### src/rtl/bcd_display_scanner_if.sv
// Display scanner port bundle: load request, level controls and scan outputs.
// The controller drives the master side; the scanner is the slave.
interface bcd_display_scanner_if;
    logic [13:0] value;
    logic        load;
    logic        blank_lz;
    logic        busy;
    logic [3:0]  bcd;
    logic [3:0]  dig_an;

    modport master (
        output value,
        output load,
        output blank_lz,
        input  busy,
        input  bcd,
        input  dig_an
    );

    modport slave (
        input  value,
        input  load,
        input  blank_lz,
        output busy,
        output bcd,
        output dig_an
    );
endinterface

### src/rtl/bcd_display_scanner.sv
// Binary-to-BCD double-dabble converter feeding a 4-digit multiplexed
// seven-segment scan with leading-zero blanking and out-of-range display.
module bcd_display_scanner #(
    parameter int REFRESH_DIV = 50000
) (
    input  logic           clk,
    input  logic           rst_n,
    bcd_display_scanner_if.slave bus
);

    localparam int CW = (REFRESH_DIV > 2) ? $clog2(REFRESH_DIV) : 1;
    localparam logic [CW-1:0] CNT_MAX = CW'(REFRESH_DIV - 1);

    typedef enum logic {
        IDLE,
        SHIFT
    } state_t;

    state_t      state_q, state_d;
    logic [13:0] bin_q, bin_d;
    logic [15:0] scr_q, scr_d;
    logic [3:0]  it_q, it_d;
    logic        cerr_q, cerr_d;
    logic [15:0] disp_q, disp_d;
    logic        derr_q, derr_d;

    logic [CW-1:0] cnt_q, cnt_d;
    logic [1:0]    idx_q, idx_d;
    logic          run_q, run_d;
    logic          tick;

    logic [3:0]  bcd_q, bcd_d;
    logic [3:0]  an_q, an_d;

    logic [15:0] adj;
    logic [29:0] sh;
    logic [3:0]  digit;
    logic        z1, z2, z3;
    logic        blank;

    // Conversion, refresh and output registers
    always_ff @(posedge clk or negedge rst_n) begin
        if (!rst_n) begin
            state_q <= IDLE;
            bin_q   <= '0;
            scr_q   <= '0;
            it_q    <= '0;
            cerr_q  <= 1'b0;
            disp_q  <= '0;
            derr_q  <= 1'b0;
            cnt_q   <= '0;
            idx_q   <= 2'd3;
            run_q   <= 1'b0;
            bcd_q   <= 4'h0;
            an_q    <= 4'b1111;
        end else begin
            state_q <= state_d;
            bin_q   <= bin_d;
            scr_q   <= scr_d;
            it_q    <= it_d;
            cerr_q  <= cerr_d;
            disp_q  <= disp_d;
            derr_q  <= derr_d;
            cnt_q   <= cnt_d;
            idx_q   <= idx_d;
            run_q   <= run_d;
            bcd_q   <= bcd_d;
            an_q    <= an_d;
        end
    end

    // Double-dabble FSM: add-3 correction then shift, 14 iterations
    always_comb begin
        state_d = state_q;
        bin_d   = bin_q;
        scr_d   = scr_q;
        it_d    = it_q;
        cerr_d  = cerr_q;
        disp_d  = disp_q;
        derr_d  = derr_q;
        adj     = scr_q;
        for (int i = 0; i < 4; i++) begin
            if (scr_q[4*i +: 4] >= 4'd5) begin
                adj[4*i +: 4] = scr_q[4*i +: 4] + 4'd3;
            end
        end
        sh = {adj, bin_q} << 1;
        unique case (state_q)
            IDLE: begin
                if (bus.load) begin
                    bin_d   = bus.value;
                    scr_d   = '0;
                    cerr_d  = (bus.value > 14'd9999);
                    it_d    = '0;
                    state_d = SHIFT;
                end
            end
            SHIFT: begin
                {scr_d, bin_d} = sh;
                it_d = it_q + 4'd1;
                if (it_q == 4'd13) begin
                    disp_d  = sh[29:14];
                    derr_d  = cerr_q;
                    state_d = IDLE;
                end
            end
            default: state_d = IDLE;
        endcase
    end

    // Refresh divider and digit index; first tick arms the enables
    always_comb begin
        tick  = (cnt_q == CNT_MAX);
        cnt_d = tick ? '0 : cnt_q + 1'b1;
        idx_d = tick ? idx_q + 2'd1 : idx_q;
        run_d = run_q | tick;
    end

    // Next scan outputs for the slot that is live after this edge
    always_comb begin
        digit = disp_q[{idx_d, 2'b00} +: 4];
        z3    = (disp_q[15:12] == 4'h0);
        z2    = z3 && (disp_q[11:8] == 4'h0);
        z1    = z2 && (disp_q[7:4] == 4'h0);
        blank = 1'b0;
        unique case (idx_d)
            2'd0: blank = 1'b0;
            2'd1: blank = z1;
            2'd2: blank = z2;
            2'd3: blank = z3;
            default: blank = 1'b0;
        endcase
        blank = blank && bus.blank_lz && !derr_q;
        bcd_d = derr_q ? 4'hE : digit;
        if (!run_d || blank) begin
            an_d = 4'b1111;
        end else begin
            an_d = ~(4'b0001 << idx_d);
        end
    end

    assign bus.busy   = (state_q == SHIFT);
    assign bus.bcd    = bcd_q;
    assign bus.dig_an = an_q;

endmodule

### src/flat_wrapper.sv
// flat-port wrapper written by rule: the top's interface ports become plain ports
module bcd_display_scanner_flat 
#(
    parameter int REFRESH_DIV = 50000
)
  (clk, rst_n, bus_value, bus_load, bus_blank_lz, bus_busy, bus_bcd, bus_dig_an);
  bcd_display_scanner_if bus_i ();
  input  logic clk;
  input  logic rst_n;
  input wire logic [$bits(bus_i.value)-1:0] bus_value;
  input wire logic [$bits(bus_i.load)-1:0] bus_load;
  input wire logic [$bits(bus_i.blank_lz)-1:0] bus_blank_lz;
  output wire logic [$bits(bus_i.busy)-1:0] bus_busy;
  output wire logic [$bits(bus_i.bcd)-1:0] bus_bcd;
  output wire logic [$bits(bus_i.dig_an)-1:0] bus_dig_an;
  assign bus_i.value = bus_value;
  assign bus_i.load = bus_load;
  assign bus_i.blank_lz = bus_blank_lz;
  assign bus_busy = bus_i.busy;
  assign bus_bcd = bus_i.bcd;
  assign bus_dig_an = bus_i.dig_an;
  bcd_display_scanner #(.REFRESH_DIV(REFRESH_DIV)) u_core (.clk(clk), .rst_n(rst_n), .bus(bus_i));
endmodule
### config.mk
export PLATFORM = sky130hd
export DESIGN_NAME = bcd_display_scanner_flat
export DESIGN_NICKNAME = d
export VERILOG_FILES = /design/src/rtl/bcd_display_scanner_if.sv /design/src/rtl/bcd_display_scanner.sv /design/src/flat_wrapper.sv
export SDC_FILE = /design/constraint.sdc
export NUM_CORES = 1
export LEC_CHECK = 0
export CELL_PAD_IN_SITES_DETAIL_PLACEMENT = 1
export CELL_PAD_IN_SITES_GLOBAL_PLACEMENT = 1
export CORE_MARGIN = 8
export CORE_UTILIZATION = 50
export CTS_CLUSTER_SIZE = 24
export DETAILED_ROUTE_END_ITERATION = 8
export GPL_TIMING_DRIVEN = 0
export PLACE_DENSITY = 0.87
export SLEW_MARGIN = 20
export SYNTH_ARGS = -nofsm -noshare
export SYNTH_HDL_FRONTEND = slang
export SYNTH_SLANG_ARGS = --single-unit
### constraint.sdc
create_clock -name clk -period 3.2 [get_ports clk]
set_input_delay 0.32 -clock clk [delete_from_list [all_inputs] [get_ports clk]]
set_output_delay 0.32 -clock clk [all_outputs]
set_load 0.03 [all_outputs]
**After elaboration in Yosys (flattened, before gate mapping)**

Cells that the tools add are included.

- Input bits: 18
- Bits in read-only memories: 0
- Bits in registers: 80
- Word-level logic and storage cells: 66
- Memories kept: 0
- Bits in latches: 0
- Bits in writable memories: 0
- Output and inout port bits: 9

- Order comparisons: 5
- Bitwise gates (word level): 3
- Add/subtract/negate cells: 7
- Divide/modulo/power cells: 0
- Reductions and logical operators: 13
- Equality and inequality tests: 6
- $mul: 0
- Shift-type cells: 2
- Mux-type cells: 18

Operator list:

| operator | count |
|---|---|
| 16-bit two-way mux | 2 |
| 16-bit one-hot mux with 2 select lines | 1 |
| 14-bit one-hot mux with 2 select lines | 1 |
| 4-bit two-way mux | 6 |
| 16-bit by 1-bit adder with 16-bit output, second input constant | 1 |
| 16-bit equality test, second input constant | 1 |
| 4-bit by 3-bit greater-or-equal comparator with 1-bit output, second input constant | 4 |
| 16-bit by 5-bit indexed part select with 4-bit output | 1 |
| 14-bit greater-than comparator, second input constant | 1 |
| 14-bit two-way mux | 1 |
| 4-bit by 2-bit adder with 4-bit output, second input constant | 3 |
| 4-bit logical NOT | 3 |
| 4-bit one-hot mux with 2 select lines | 1 |
| 4-bit by 1-bit adder with 4-bit output, second input constant | 1 |
| 2-bit equality test, second input constant | 2 |
| 4-bit equality test, second input constant | 1 |
| 1-bit logical AND | 4 |
| 4-bit NOT | 1 |
| 1-bit one-hot mux with 4 select lines | 1 |
| 2-bit AND reduction | 2 |
| 1-bit by 2-bit left shift with 4-bit output, first input constant | 1 |
| 3-bit by 2-bit adder with 3-bit output, second input constant | 1 |
| 3-bit two-way mux | 1 |
| 2-bit by 1-bit adder with 2-bit output, second input constant | 1 |
| other kinds (10) | 12 |

**Longest topological paths before layout**

Gate-level depths: netlist (run 1).

- Depth in word-level cells: 8
- Gate-level depth with buffers: 6
- Depth with buffers taken out: 6

**Worst setup path after synthesis (run 1)**

No wires, ideal clock.

- Path type: reg2reg
- Start point: register u_core.cnt_q[10]
- End point: register u_core.an_q[1], in the netlist u_core.bus.dig_an[1]
- Arrival time: 2.138 ns
- Library setup time: 0.088 ns
- Clock period less this slack: 2.226 ns
- Path slack: 0.974 ns
- Data required time: 3.112 ns
- Path buffers: 1
- Stages on the path, launching flop included: 6
- Path through: dfrtp_1 > buf_6 > or4_4 > nor4_4 > mux2_2 > or3_1

- Longest elaborated chain between the ends: 8
- Elaborated cells on any way between the ends: 15
- Those cells by class: 4 x eq/ne; 1 x shift; 3 x mux; 2 x bitwise; 5 x reduce/logical

Ends and longest elaborated chain:

| what | RTL line | source |
|---|---|---|
| from (decl) | bcd_display_scanner.sv:27 | `logic [CW-1:0] cnt_q, cnt_d;` |
| from (signal assigned) | bcd_display_scanner.sv:64 | `cnt_q <= cnt_d;` |
| 16-bit equality test * | bcd_display_scanner.sv:113 | `tick = (cnt_q == CNT_MAX);` |
| 2-bit two-way mux | bcd_display_scanner.sv:115 | `idx_d = tick ? idx_q + 2'd1 : idx_q;` |
| 2-bit equality test (tied with other cells) | bcd_display_scanner.sv:126 | `unique case (idx_d)` |
| 1-bit one-hot mux with 4 select lines | bcd_display_scanner.sv:126 |  |
| 1-bit logical AND (2 in series) | bcd_display_scanner.sv:133 | `blank = blank && bus.blank_lz && !derr_q;` |
| 1-bit logical OR | bcd_display_scanner.sv:135 | `if (!run_d \|\| blank) begin` |
| 4-bit two-way mux * | bcd_display_scanner.sv:135 |  |
| net u_core.an_d[1] | bcd_display_scanner.sv:33 | `logic [3:0] an_q, an_d;` |
| to (signal assigned) | bcd_display_scanner.sv:68 | `an_q <= an_d;` |
| to (decl) | bcd_display_scanner.sv:33 |  |

The timed path passes the listed nets; every way through them passes the cells marked *.
A chain may end at the register's enable or synchronous reset.

**Final worst setup path (run 1)**

Same ends and word-level chain as after synthesis.

==> out/qor.yml, run 1 <==
placed_design:
  gp_congestion: 0.757
  post_dp_cell_area_sq_mm: 0.00448
  placement.setup.worst_slack_ps: 803
  dp_hpwl_um: 6810
  io_buffer_count: 25
  dp.cells: 518
cells_and_area:
  finalCoreUtilization: 0.589
  post_route_cell_area_sq_mm: 0.00474
  layout.area.seq_sq_mm: 0.00201
  layout_stage_area_growth_over_the_synthesis_result_pct: 16.5
  insertedDiodeCount: 0
  drive_gt1_frac: 0.0953
  finished_layout_cells: 535
  commonest_cells_after_routing_fill_and_taps_aside: "sky130_fd_sc_hd__dfrtp_1 (74), sky130_fd_sc_hd__mux2i_1 (46), sky130_fd_sc_hd__nand2_1 (44)"
  filler_cell_count: 877
  multiInputGateArea_sq_mm: 0.00193
  num-nets-final: 454
  mostFrequentLayoutCell: "sky130_fd_sc_hd__dfrtp_1"
synth:
  post_synth_num_cell_types: 43
  most_used_flip_flop_cell_after_synthesis: "sky130_fd_sc_hd__dfrtp_1"
  yosysWarnings: 0
  mapped_cell_area_sq_mm: 0.00407
  syn_inst: 387
  synth_edf_count: 0
  syn_avg_cell_area_sq_um: 10.5
  synth_seq_area_share: 0.494
  async_reset_ff_frac: 1.00
  post_synthesis_net_count: 416
  ys_ff_latch: 80
grt:
  grt_pass1_vias: 3457
  initial_antenna_violation_count: 0
  grt_first_pass_wirelength_um: 17000
  grt.total_usage: 0.188
  grt_overflow_total: 0
  grt_max_degree: 50
clock_network:
  cts_max_level: 3
  clkLatencyLatePin_ps: 370
  clk_pin_slew_ps: 80
  clock_tree.buffer_depth: 2
  cts_setup_buffers: 0
  cts_tree: "built"
  cts_made_buffers: 9
  number_of_sinks_driven_by_the_clock_tree: 80
  cts_root_buf: "sky130_fd_sc_hd__clkbuf_8"
setup_path:
  critical_path_peak_fanout: 8
  timing.critical_path.required_ps: 3490
  crit_path_end_kind: "flop"
  worst_r2r_path_depth: 5
  max_stage_delay_ps: 540
  reg2reg_slack_ps: 820
  start_kind: "flop"
  crit_path_top_delay_cell: "sky130_fd_sc_hd__or4_4"
  r2r_start: "u_core.cnt_q[10]"
  r2r_end: "u_core.bus.dig_an[1]"
  crit_arrival_ps: 2680
  critPathKind: "flop to flop"
  timing.critical_path.cells: "buf_6 > or4_4 > nor4_4 > mux2_2 > or3_1"
outcome:
  outcome: "completed"
hold_path:
  worst_hold_path.endpoint: "u_core.cerr_q"
  min_path_type: "input port to flop"
  hold_start: "bus_load"
  timing.hold.worst_path_depth: 3
route:
  drt.antenna.violating_nets: 0
  detailedRoute.firstPassIterationCount: 4
  vias: 3013
  total_wirelength_of_the_detailed_routed_design_um: 9750
  detail_route.drc_violations: 0
  routedWlPerCell_um: 18.2
  detail_route.iter0.violations: 89
  detail_route.vias_per_cell: 5.63
sta:
  final.setup_skew_ps: 11.5
  slew_viol_final: 0
  timing.max_slew.rel_slack: 0.535
  setup_viol: 0
  fin_ws_ps: 817
  post-route-min-period_ps: 2380
  grt_setup_unrepaired: "false"
  tightestPinTransition_ps: 698
  max_clock_freq_ghz: 0.420
  timing_hold_violations_final: 0
  layout_worst_path_cycle_share: 0.745
floorplan:
  core_area_sq_mm: 0.00805
  die_height_um: 106
  initial_utilization: 0.505
  row_count: 33
  chipWidth_um: 106
  die_area_sq_mm: 0.0113
  io_pins: 27
run:
  timing.max_cap.violations: 0
power:
  power_density_mw_per_mm2: 824
  leakage_nw: 2.10
  irDropWorstVdd_v: 0.000433
registers in the layout, indices dropped and copies added (netlist names):
| register | count |
|---|---|
| u_core.bin_q | 14 |
| u_core.scr_q | 16 |
| u_core.disp_q | 16 |
| u_core.derr_q | 1 |
| u_core.cnt_q | 16 |
| u_core.cerr_q | 1 |
| u_core.run_q | 1 |
| u_core.it_q | 4 |
| u_core.idx_q | 2 |
| u_core.bus.bcd | 4 |
| u_core.bus.dig_an | 4 |
| u_core.bus.busy | 1 |
cell families (layout without fill, tap and decap cells):
family | Yosys count | count (layout) | synth area share
multiplexers | 54 | 54 | 0.135
AND/OR/NAND/NOR | 136 | 136 | 0.184
adder cells (fa/ha/maj) | 11 | 11 | 0.0338
XOR/XNOR | 18 | 18 | 0.0387
buffers and inverters | 29 | 72 | 0.0308
AO/OA/AOI/OAI | 59 | 59 | 0.0836
flip-flops | 80 | 80 | 0.494
cell type report:
cell class	count	area share
multi-input cells	278	0.408
plain buffers	19	0.0185
flip-flops and latches	80	0.424
clock inverters	5	0.0216
inverters	10	0.00792
repair buffers	27	0.0602
clock buffers	11	0.0319
well taps	105	0.0277
how the worst max path moves through the flow:
stage          cells after the start  slack (ps)        startpoint              endpoint
6_report                           5         820  u_core.cnt_q[10]  u_core.bus.dig_an[1]
5_1_grt                            4         710   u_core.cnt_q[4]  u_core.bus.dig_an[1]
4_1_cts                            5         780  u_core.cnt_q[10]  u_core.bus.dig_an[1]
3_5_place_dp                       5         800  u_core.cnt_q[10]  u_core.bus.dig_an[1]
3_3_place_gp                       1       -1040             rst_n       u_core.bin_q[6]
2_1_floorplan                      5         970  u_core.cnt_q[10]  u_core.bus.dig_an[1]
worst max-delay path, delay by kind of cell, from the launching register on:
kind / cells / cell delay [ps]
flops: 1 / 380
simple gates: 3 / 1390
buf+inv: 1 / 130
mux: 1 / 400
metrics by stage:
stage / total power [W] / hold slack (ps) / setup TNS, ps
final: 0.00390 / 373 / 0
after global routing: 0.00415 / 445 / 0
after CTS: 0.00394 / 378 / 0
after detailed placement: 0.00295 / 299 / 0
after global placement: 0.00283 / 458 / -77040
after floorplan: 0.00249 / 24.4 / 0
power by group:
| group | switching [W] | internal [W] |
|---|---|---|
| Sequential | 0.000267 | 0.00132 |
| Combinational | 0.000771 | 0.000597 |
| Clock | 0.000387 | 0.000560 |
| Total | 0.00142 | 0.00248 |
Yosys cell counts (6+ instances only):
cell                       count  area, sq um
sky130_fd_sc_hd__a21oi_1      11         55.1
sky130_fd_sc_hd__clkbuf_1     13         48.8
sky130_fd_sc_hd__dfrtp_1      74         1850
sky130_fd_sc_hd__dfstp_2       6          158
sky130_fd_sc_hd__ha_1         11          138
sky130_fd_sc_hd__inv_1        10         37.5
sky130_fd_sc_hd__mux2_2        8         90.1
sky130_fd_sc_hd__mux2i_1      46          460
sky130_fd_sc_hd__nand2_1      44          165
sky130_fd_sc_hd__nand2b_1     20          125
sky130_fd_sc_hd__nand3_1       6         30.0
sky130_fd_sc_hd__nand4_1       7         43.8
sky130_fd_sc_hd__nor2_1       20         75.1
sky130_fd_sc_hd__nor3b_1      10         75.1
sky130_fd_sc_hd__o21ai_0      32          160
sky130_fd_sc_hd__xnor2_1      14          123
what timing repair did:
action                                 in CTS  in global routing
resized for setup                           0                  0
endpoints found under the hold margin      31                  0
hold buffers                                1                  0
layer usage:
metal	up-vias	global-route usage	wire length, um
li1	1430	-	-
met1	1535	0.216	4260
met2	37	0.332	5080
met3	11	0.0321	228
met4	0	0.0894	184
met5	-	0	0
Power figures use the tool's default switching activity.
==> inputs of run 2 (changes only) <==
--- a/config.mk
+++ b/config.mk
@@ -8,11 +8,11 @@
 export CELL_PAD_IN_SITES_DETAIL_PLACEMENT = 1
 export CELL_PAD_IN_SITES_GLOBAL_PLACEMENT = 1
 export CORE_MARGIN = 8
-export CORE_UTILIZATION = 50
+export CORE_UTILIZATION = 47
 export CTS_CLUSTER_SIZE = 24
 export DETAILED_ROUTE_END_ITERATION = 8
 export GPL_TIMING_DRIVEN = 0
-export PLACE_DENSITY = 0.87
+export PLACE_DENSITY = 0.83
 export SLEW_MARGIN = 20
 export SYNTH_ARGS = -nofsm -noshare
 export SYNTH_HDL_FRONTEND = slang
==> constraint.sdc (replaced) <==
create_clock -name clk -period 2.5 [get_ports clk]
set_input_delay 0.25 -clock clk [delete_from_list [all_inputs] [get_ports clk]]
set_output_delay 0.25 -clock clk [all_outputs]
set_load 0.03 [all_outputs]
==> run 2 against run 1 <==
  * Worst hold slack worse by 19 ps
  * Non-clock buffer count is 2 higher
  * Utilization is 4.3 points lower
  * Count of clock-buffer cells in the layout grew 1
  * First-iteration DRC count fell by 15%
  * Design area down 1.5%
  * Register-to-register slack got worse by 620 ps
  * Final cell count increased by 0.75%
  * Flip-flop and latch count did not move
  * Critical endpoint unchanged
  * Highest routed layer unchanged
==> out/qor.yml, run 2 (synthesized netlist as in run 1, its figures left out) <==
sta:
  setup_viol: 0  # unchanged
  tightestPinTransition_ps: 725  # +27.1 ps
  fin_ws_ps: 196  # -621 ps
  grt_setup_unrepaired: "false"
  max_clock_freq_ghz: 0.434  # +3.4%
  slew_viol_final: 0  # unchanged
  final.setup_skew_ps: 8.92  # -2.56 ps
  timing_hold_violations_final: 0  # unchanged
  layout_worst_path_cycle_share: 0.922  # +0.177
  timing.max_slew.rel_slack: 0.517  # -0.0181
  post-route-min-period_ps: 2300  # -78.7 ps
setup_path:
  reg2reg_slack_ps: 200  # -620 ps
  critPathKind: "flop to flop"
  critical_path_buf_inv_count: 1  # unchanged
  max_stage_delay_ps: 540  # about the same
  start_kind: "flop"
  timing.critical_path.required_ps: 2780  # -710 ps
  timing.critical_path.cells: "buf_6 > or4_4 > nor4_4 > mux2_2 > or3_1"
  crit_arrival_ps: 2580  # -100 ps
  crit_path_top_delay_cell: "sky130_fd_sc_hd__or4_4"
  critPathTopFamily: "simple AND/OR/NAND/NOR gates"
  critical_path_peak_fanout: 8  # unchanged
  r2r_end: "u_core.bus.dig_an[1]"
  worst_r2r_path_depth: 5  # unchanged
  r2r_start: "u_core.cnt_q[10]"
  crit_path_end_kind: "flop"
clock_network:
  cts_max_level: 3  # unchanged
  cts_tree: "built"
  clkLatencyLatePin_ps: 350  # -20 ps
  clock_tree.buffer_depth: 2  # unchanged
  number_of_sinks_driven_by_the_clock_tree: 80  # unchanged
  cts_root_buf: "sky130_fd_sc_hd__clkbuf_8"
  clk_pin_slew_ps: 80  # about the same
  cts_made_buffers: 9  # unchanged
floorplan:
  io_pins: 27  # unchanged
  initial_utilization: 0.476  # -0.0295
  die_height_um: 109  # +2.7%
  core_area_sq_mm: 0.00855  # +6.2%
  chipWidth_um: 109  # +2.7%
  row_count: 34  # +3.0%
  die_area_sq_mm: 0.0119  # +5.4%
route:
  detail_route.iter0.violations: 76  # -15%
  detailedRoute.firstPassIterationCount: 4  # unchanged
  total_wirelength_of_the_detailed_routed_design_um: 9240  # -5.3%
  detail_route.drc_violations: 0  # unchanged
  vias: 3010  # -0.10%
  detail_route.vias_per_cell: 5.58  # -0.84%
  drt.antenna.violating_nets: 0  # unchanged
  routedWlPerCell_um: 17.1  # -6.0%
hold_path:
  timing.hold.worst_path_depth: 3  # unchanged
  worst_hold_path.endpoint: "u_core.cerr_q"
  min_path_type: "input port to flop"
  hold_start: "bus_load"
cells_and_area:
  layout_stage_area_growth_over_the_synthesis_result_pct: 14.7
  commonest_cells_after_routing_fill_and_taps_aside: "sky130_fd_sc_hd__dfrtp_1 (74), sky130_fd_sc_hd__mux2i_1 (46), sky130_fd_sc_hd__nand2_1 (44)"
  filler_cell_count: 941  # +7.3%
  post_route_cell_area_sq_mm: 0.00467  # -1.5%
  num-nets-final: 456  # +0.44%
  mostFrequentLayoutCell: "sky130_fd_sc_hd__dfrtp_1"
  finalCoreUtilization: 0.546  # -0.0427
  insertedDiodeCount: 0  # unchanged
  layout_top_registers: "u_core.cnt_q x16, u_core.disp_q x16, u_core.scr_q x16"
  drive_gt1_frac: 0.0928  # -0.00254
grt:
  globalRouteMet3Util: 0.0230  # -0.00901
  grt.total_usage: 0.167  # -0.0211
  initial_antenna_violation_count: 0  # unchanged
  grt_use_met2: 0.289  # -0.0426
  grt_max_degree: 51  # +2.0%
  met1_usage: 0.201  # -0.0147
  grt_first_pass_wirelength_um: 15600  # -8.3%
  grt_pass1_vias: 3229  # -6.6%
  busiest_layer: "met2"
  grt_overflow_total: 0  # unchanged
outcome:
  outcome: "completed"
placed_design:
  dp_hpwl_um: 6800  # -0.17%
  io_buffer_count: 25  # unchanged
  placement.setup.worst_slack_ps: 71.9  # -731 ps
  post_dp_cell_area_sq_mm: 0.00448  # about the same
  gp_congestion: 0.767  # +1.3%
run:
  timing.max_cap.violations: 0  # unchanged
power:
  leakage_nw: 2.07  # -1.4%
  power_density_mw_per_mm2: 981  # +19%
  irDropWorstVdd_v: 0.000588  # +36%
run 2: cell count changes in the layout (fill, tap and decap cells not counted):
cell,delta
sky130_fd_sc_hd__bufinv_16,-3
sky130_fd_sc_hd__buf_4,+2
sky130_fd_sc_hd__clkbuf_1,+2
sky130_fd_sc_hd__clkbuf_8,-1
sky130_fd_sc_hd__clkinv_2,+1
sky130_fd_sc_hd__clkinv_4,+1
sky130_fd_sc_hd__clkinvlp_4,-1
run 2: worst max-delay path by stage:
stage	start	endpoint	slack, ps	depth (start not counted)
after floorplan	u_core.cnt_q[10]	u_core.bus.dig_an[1]	270	5
after global placement	rst_n	u_core.bin_q[6]	-1710	1
after detailed placement	u_core.cnt_q[0]	u_core.bus.dig_an[1]	70	5
after CTS	u_core.cnt_q[0]	u_core.bus.dig_an[1]	50	5
after global routing	u_core.cnt_q[10]	u_core.bus.dig_an[1]	130	5
final	u_core.cnt_q[10]	u_core.bus.dig_an[1]	200	5
run 2: layout make-up:
class / count / area, sq um / area share
Sequential cell: 80 / 2010 / 0.430
Clock inverter: 3 / 18.8 / 0.00402
Multi-Input combinational cell: 278 / 1930 / 0.414
Buffer: 19 / 87.6 / 0.0188
Inverter: 10 / 37.5 / 0.00804
Clock buffer: 12 / 145 / 0.0311
Tap cell: 108 / 135 / 0.0289
Timing Repair Buffer: 29 / 300 / 0.0643
run 2: what timing repair did:
action,CTS,global route
hold endpoints to repair,24,0
setup buffers,0,2
hold buffers,1,0
gates resized for setup,0,0
endpoints found under the setup margin,0,1
run 2: routing by layer:
layer,up-vias,wire length [um]
li1,1436,-
met4,0,125
met5,-,0
met2,41,4630
met1,1522,4250
met3,11,232
run 2: worst min-delay path, stage by stage:
cell and delay [ps]:
sky130_fd_sc_hd__clkbuf_1 190, sky130_fd_sc_hd__nand2b_1 140, sky130_fd_sc_hd__o21ai_0 80
run 2: per-stage QoR:
stage          std cells  power (W)  TNS [ps]  hold WS, ps
2_1_floorplan        387    0.00319         0        -45.6
3_3_place_gp         520    0.00363   -130370          461
3_5_place_dp         521    0.00377         0          217
4_1_cts              537    0.00463         0          333
5_1_grt              539    0.00490         0          401
6_report             539    0.00458         0          353
run 2: power by group:
part | total (W) | internal, W | switching (W)
registers | 0.00203 | 0.00169 | 0.000333
logic | 0.00171 | 0.000762 | 0.000944
clock network | 0.000849 | 0.000382 | 0.000467
total | 0.00458 | 0.00284 | 0.00174
